`src/rtl/ahb_apb_pkg.sv`:
```
`default_nettype none
// +-----------------------------------------------------------------------+
// | ahb_apb_pkg : shared AHB/APB constants, address defaults, error FSM   |
// | Revision    : 1.0                                                     |
// +-----------------------------------------------------------------------+
package ahb_apb_pkg;

  localparam logic [1:0] HTRANS_IDLE   = 2'b00;
  localparam logic [1:0] HTRANS_BUSY   = 2'b01;
  localparam logic [1:0] HTRANS_NONSEQ = 2'b10;
  localparam logic [1:0] HTRANS_SEQ    = 2'b11;

  localparam logic [1:0] HRESP_OKAY    = 2'b00;
  localparam logic [1:0] HRESP_ERROR   = 2'b01;

  localparam logic [31:0] DEF_BASE_ADDR = 32'h8000_0000;
  localparam logic [31:0] DEF_SLV_SPAN  = 32'h0400_0000;
  localparam int          DEF_NUM_SLV   = 3;

  typedef enum logic [1:0] {
    E_IDLE = 2'd0,
    E_ERR1 = 2'd1,
    E_ERR2 = 2'd2
  } err_state_e;

endpackage
`default_nettype wire

```
`src/rtl/ahb_addr_decoder.sv`:
```
`default_nettype none
// +-----------------------------------------------------------------------+
// | ahb_addr_decoder : combinational bridge-window and one-hot slave      |
// |                    select decode of the AHB address                   |
// | Revision         : 1.0                                                |
// +-----------------------------------------------------------------------+
module ahb_addr_decoder
  import ahb_apb_pkg::*;
#(
  parameter logic [31:0] BASE_ADDR = DEF_BASE_ADDR,
  parameter logic [31:0] SLV_SPAN  = DEF_SLV_SPAN,
  parameter int          NUM_SLV   = DEF_NUM_SLV
) (
  input  logic [31:0]        haddr_i,
  output logic               in_win_o,
  output logic [NUM_SLV-1:0] tempselx_o
);

  // 33-bit compares keep region upper bounds from wrapping past 4 GiB
  logic [32:0] w_addr;
  assign w_addr = {1'b0, haddr_i};

  for (genvar i = 0; i < NUM_SLV; i++) begin : g_sel
    localparam logic [32:0] LO = {1'b0, BASE_ADDR} + 33'(i) * {1'b0, SLV_SPAN};
    localparam logic [32:0] HI = LO + {1'b0, SLV_SPAN};
    assign tempselx_o[i] = (w_addr >= LO) && (w_addr < HI);
  end

  // Slave regions are contiguous, so the window is their union
  assign in_win_o = |tempselx_o;

endmodule
`default_nettype wire

```
`src/rtl/ahb_slave_if.sv`:
```
`default_nettype none
// +-----------------------------------------------------------------------+
// | ahb_slave_if : AHB front end of the AHB2APB bridge -- transfer decode,|
// |                two-deep addr/data pipeline, optional ERROR response   |
// |                (enabled by defining AHB_ERR_RESP_EN)                  |
// | Revision     : 1.0                                                    |
// +-----------------------------------------------------------------------+
module ahb_slave_if
  import ahb_apb_pkg::*;
#(
  parameter logic [31:0] BASE_ADDR = DEF_BASE_ADDR,
  parameter logic [31:0] SLV_SPAN  = DEF_SLV_SPAN,
  parameter int          NUM_SLV   = DEF_NUM_SLV
) (
  input  logic               Hclk,
  input  logic               Hreset,
  input  logic               Hwrite,
  input  logic               Hreadyin,
  input  logic [1:0]         Htrans,
  input  logic [31:0]        Haddr,
  input  logic [31:0]        Hwdata,
  input  logic [31:0]        Prdata,
  output logic               valid,
  output logic [NUM_SLV-1:0] tempselx,
  output logic [31:0]        Haddr1,
  output logic [31:0]        Haddr2,
  output logic [31:0]        Hwdata1,
  output logic [31:0]        Hwdata2,
  output logic               Hwritereg,
  output logic [31:0]        Hrdata,
  output logic [1:0]         Hresp,
  output logic               Hready_err
);

  logic        w_in_win;
  logic        w_xfer;
  logic        w_legal;
  logic [31:0] haddr1_q, haddr2_q, hwdata1_q, hwdata2_q;
  logic        hwrite_q;

  ahb_addr_decoder #(
    .BASE_ADDR (BASE_ADDR),
    .SLV_SPAN  (SLV_SPAN),
    .NUM_SLV   (NUM_SLV)
  ) u_dec (
    .haddr_i    (Haddr),
    .in_win_o   (w_in_win),
    .tempselx_o (tempselx)
  );

  assign w_xfer  = (Htrans == HTRANS_NONSEQ) || (Htrans == HTRANS_SEQ);
  assign w_legal = Hreadyin && w_xfer && w_in_win;

  always_ff @(posedge Hclk) begin
    if (Hreset) begin
      haddr1_q  <= '0;
      haddr2_q  <= '0;
      hwdata1_q <= '0;
      hwdata2_q <= '0;
      hwrite_q  <= 1'b0;
    end else if (Hreadyin) begin
      haddr1_q  <= Haddr;
      haddr2_q  <= haddr1_q;
      hwdata1_q <= Hwdata;
      hwdata2_q <= hwdata1_q;
      hwrite_q  <= Hwrite;
    end
  end

  assign Haddr1    = haddr1_q;
  assign Haddr2    = haddr2_q;
  assign Hwdata1   = hwdata1_q;
  assign Hwdata2   = hwdata2_q;
  assign Hwritereg = hwrite_q;
  assign Hrdata    = Prdata;

`ifdef AHB_ERR_RESP_EN
  err_state_e state_q, state_d;
  logic       w_unmapped;

  assign w_unmapped = Hreadyin && w_xfer && !w_in_win;

  always_ff @(posedge Hclk) begin
    if (Hreset) state_q <= E_IDLE;
    else        state_q <= state_d;
  end

  // Two-cycle ERROR: first cycle stalls the master, second completes it
  always_comb begin
    state_d    = state_q;
    Hresp      = HRESP_OKAY;
    Hready_err = 1'b1;
    case (state_q)
      E_IDLE: if (w_unmapped) state_d = E_ERR1;
      E_ERR1: begin
        Hresp      = HRESP_ERROR;
        Hready_err = 1'b0;
        state_d    = E_ERR2;
      end
      E_ERR2: begin
        Hresp   = HRESP_ERROR;
        state_d = w_unmapped ? E_ERR1 : E_IDLE;
      end
      default: state_d = E_IDLE;
    endcase
  end

  assign valid = w_legal && (state_q != E_ERR1);
`else
  assign Hresp      = HRESP_OKAY;
  assign Hready_err = 1'b1;
  assign valid      = w_legal;
`endif

endmodule
`default_nettype wire

```
`config.mk`:
```
export PLATFORM = sky130hd
export DESIGN_NAME = ahb_slave_if
export DESIGN_NICKNAME = d
export VERILOG_FILES = /design/src/rtl/ahb_apb_pkg.sv /design/src/rtl/ahb_addr_decoder.sv /design/src/rtl/ahb_slave_if.sv
export SDC_FILE = /design/constraint.sdc
export NUM_CORES = 1
export LEC_CHECK = 0
export CAP_MARGIN = 10
export CORE_MARGIN = 1
export CORE_UTILIZATION = 35
export CTS_CLUSTER_SIZE = 8
export DETAILED_ROUTE_END_ITERATION = 10
export PLACE_DENSITY_LB_ADDON = 0.05
export RECOVER_POWER = 25
export SLEW_MARGIN = 30
export SYNTH_ARGS = -nofsm -noshare
export SYNTH_HDL_FRONTEND = slang
export SYNTH_HIERARCHICAL = 1
export SYNTH_SLANG_ARGS = --single-unit
```
`constraint.sdc`:
```
create_clock -name Hclk -period 1.2 [get_ports Hclk]
set_input_delay 0.24 -clock Hclk [delete_from_list [all_inputs] [get_ports Hclk]]
set_output_delay 0.24 -clock Hclk [all_outputs]
set_load 0.005 [all_outputs]
```
[Word level (Yosys, flattened, before mapping)]
Cells that the tools add are included.
Storage, ports and cells
  flip-flop bits (word level): 129
  logic and storage cells: 20
  bits in latches: 0
  memories: 0
  RAM bits: 0
  bits in read-only memories: 0
  output and inout port bits: 168
  input bits: 102
Operators by class
  add/subtract/negate cells: 0
  divide/modulo/power cells: 0
  shifts and indexed selects: 0
  bitwise logic cells: 0
  mux-type cells: 0
  eq/ne operators: 2
  magnitude comparators: 6
  multiply operators: 0
  reduce and logical (&&, ||, !) cells: 7
Operator list (count)
  32-bit >= comparator (second input constant): 3
  32-bit < comparator (second input constant): 3
  1-bit logical AND: 5
  2-bit equality test (second input constant): 2
  3-bit OR reduction: 1
  1-bit logical OR: 1

[Logic depth before layout (Yosys ltp)]
  depth in word-level cells: 4
  gate-level depth with buffers: 5
  depth with buffers taken out: 3

[Hierarchy]
The synthesis kept the hierarchy.
Modules (own cells, without submodules)
  ahb_slave_if: area an instance 4934.7 µm², sequential area each 2582.5 µm², times used 1, cells an instance 454
  ahb_addr_decoder: area an instance 48.8 µm², sequential area each 0.0 µm², times used 1, cells an instance 5

[Least setup slack after synthesis]
OpenSTA, ideal clock, no wires.
  kind: in2out
  start: input port Haddr[30]
  end: output port valid
  data arrival time: 1.070 ns
  setup slack: -0.110 ns
  required time: 0.960 ns
  buffers on the path: 0
  stages on the path: 3
  path through: or4b_4 > a21oi_1 > and3_1
On the way
  word-level cells in the longest chain between the ends: 4
  elaborated cells on any way between the ends: 11
  those cells by class: order compare: 6; reduce/logical: 5
Ends and longest elaborated chain
  start: declaration: RTL line ahb_slave_if.sv:20  | input logic [31:0] Haddr,
  32-bit >= comparator or 32-bit < comparator (tied branches): RTL line ahb_addr_decoder.sv:26  | assign tempselx_o[i] = (w_addr >= LO) && (w_addr < HI);
  1-bit logical AND: RTL line ahb_addr_decoder.sv:26
  3-bit OR reduction *: RTL line ahb_addr_decoder.sv:30  | assign in_win_o = |tempselx_o;
  via w_in_win: RTL line ahb_slave_if.sv:35  | logic w_in_win;
  1-bit logical AND *: RTL line ahb_slave_if.sv:52  | assign w_legal = Hreadyin && w_xfer && w_in_win;
  end: declaration: RTL line ahb_slave_if.sv:23  | output logic valid,
The timed path passes the listed nets; every way through them passes the cells marked *.

[Worst setup path in the final report]
  start: input port Haddr[28]
  end: output port valid
Same word-level chain as after synthesis.

==> run metrics <==
drt first pass iters 4; clock latency on the worst-skew pair approximately 0.4 ns; Setup Crit Path Kind in2out; Multi-input gate area 0.00185 mm^2; first-pass GRT wire length ~19 mm; I/O pin total 270; post-synthesis sequential area ratio between 50 and 60%; Sequential Area between 0.002 and 0.003 mm^2; Placed Instances 799; RSZ-0062 raised after global routing yes; crit path time final around 1.5 ns; H-tree Lvls 4; worst hold margin approximately 0.065 ns; number of max-cap violations 0; worst endpoint required time about 0.96 ns; Syn Std Cell Area between 0.004 and 0.005 mm^2; Vias/cell 4.44; post-cts hold buffer count 0; Post-Route WL 12.4 mm; # diodes 0; clk_skew ~0.0053 ns; Seq cells post-synth roughly 130; met3 Track Usage GR approximately 7.4%; total core area 0.0139 mm^2; Fill cells 1328; CP Cell Sequence buf_6, or4b_4, a21oi_2, and3_1, buf_2; setup violators final 4; Final Worst Setup Slack -0.315 ns; violated checks negative setup slack; DR vias roughly 3800; Horiz. Die Dim 121 um; HPWL after DPL roughly 8.7 mm; mux cell area share after synthesis roughly a quarter; num rows 43; DR WL/cell about 14 um; initial antenna violation count 0; pin count of the biggest net entering global routing 38; Iteration-0 DRC Markers 107; worst-path fanout max 4; maximum vdd drop about 0.72 mV; slowest CP cell or4b_4; Fin. Hold Viols 0; Port Buf Inserts roughly 200; CTS Buf Count 17; layout cells sized above 1 a little under half; Layout Cells excl Fill between 800 and 900; adder-cell share of the synthesized area 0%; worst stage delay on the critical path roughly 0.57 ns; HP Class in2reg; Mean Syn Cell Area 10.9 um^2; GR Overflow Total 0; XOR/XNOR Fraction of Synth Area 0%; Post-Syn Instances roughly 460; Die H about 120 um; CP Capture Type output port; Root Driver clkbuf_16; Routed Antenna Nets 0; RD Place Congestion about 0.76; clk slew on worst S/H paths 0.05 ns; die area between 0.01 and 0.015 mm^2; Startpoint Class input pin; Fmax around 660 MHz; final count of pins violating max slew 0; Synth Warn # 6; critical path arrival 1.28 ns; gr usage total 17.2%; clk sinks approximately 130; vias in the first global route between 3000 and 4000; Final #Nets 769; initial cell density of the core between 30 and 40%; maximum buffer depth of the clock tree 2; Leakage about 3.6 nW; status finished with violations; Most Crowded Layer GR met2; CTS tree done; compound-cell area share of the yosys netlist 0.100%; leading cell types in the layout, fill and taps excluded mux2i_1, nor2_1, dfxtp_2; main combinational cell family by area after synthesis multiplexers; Unique masters post-synth 14; met1 usage about a fifth; grt met2 use around 28%; P&R area growth vs syn 43.4%; crit share post-route 126%; Simple-Gate Fraction of Synth Area a little over a tenth; PD cells between 1000 and 1500 mW/mm^2; DR DRC count 0
## registers in the layout, indices dropped and copies added, names as in the netlist
signal,count
Hwdata1,32
Hwdata2,32
Haddr1,32
Hwritereg,1
Haddr2,32
## worst max-delay path, delay by kind of cell
kind                   cells  cell delay, ns
AOI/OAI and AO/OA          1            0.11
buffers and inverters      2            0.20
and+or+nand+nor            2            0.72
## area by class of cell
class | instances | share of cell area (%)
clock buffer | 26 | 6.85
sequential | 129 | 37.9
timing repair buffer | 252 | 25.4
clock inverter | 5 | 0.753
tap | 180 | 3.15
multi-input combinational | 267 | 25.9
## cells in the mapped netlist
library cell	n	area share, %
conb_1	2	0.15
nor2_1	129	9.7
clkbuf_1	12	0.90
nor3_1	1	0.10
dfxtp_1	129	52
buf_4	39	5.9
a21oi_1	1	0.10
buf_2	2	0.20
or4b_4	1	0.28
buf_12	10	4.0
nor3b_2	2	0.50
mux2i_1	129	26
buf_8	1	0.30
and3_1	1	0.13
## logic make-up after synthesis
kind of cell	count (synthesis)
simple gates	134
mux	129
flops	129
buf+inv	64
other cells	2
compound gates	1
## metrics by stage
step	power, mW	TNS [ns]	setup slack, ns	util [%]	instance area (um^2)
finish	10.5	-1.03	-0.315	51.5	7140
global route	11.0	-1.65	-0.360	51.5	7140
CTS	10.8	-1.06	-0.321	55.1	7650
detailed placement	6.03	-3.96	-1.07	50.2	6960
global placement	6.01	-3.98	-1.08	50.2	6960
floorplan	5.36	-0.139	-0.105	-	4990
## routing by layer
metal  vias to the layer above  share of wire (%)
met5                         -                  0
met1                      1729                 42
li1                       1889                  -
met2                       153                 46
met4                         0                3.2
met3                        42                9.3
## timing repair
action | CTS | global route
setup buffers | 28 | 1
pin swaps | 4 | 1
resized for setup | 521 | 88
endpoints found under the hold margin | 0 | 0
setup endpoints to repair | 133 | 86
## worst paths after layout
kind               from         end  slack [ns]  cells after the start
max           Haddr[28]       valid       -0.32                      5
min           Haddr[30]  Haddr1[30]        0.07                      3
min reg2reg  Haddr2[14]  Haddr2[14]        0.47                      2
max reg2reg  Haddr1[29]  Haddr1[29]        0.45                      3
## where the power goes
group	total (mW)	internal [mW]	switching, mW	leakage (nW)
Sequential	4.64	4.53	0.116	1.10
Clock	4.69	2.99	1.70	0.268
Combinational	1.18	0.680	0.501	2.22
Total	10.5	8.20	2.31	3.58
No activity file was read; power rests on OpenSTA's default activity.
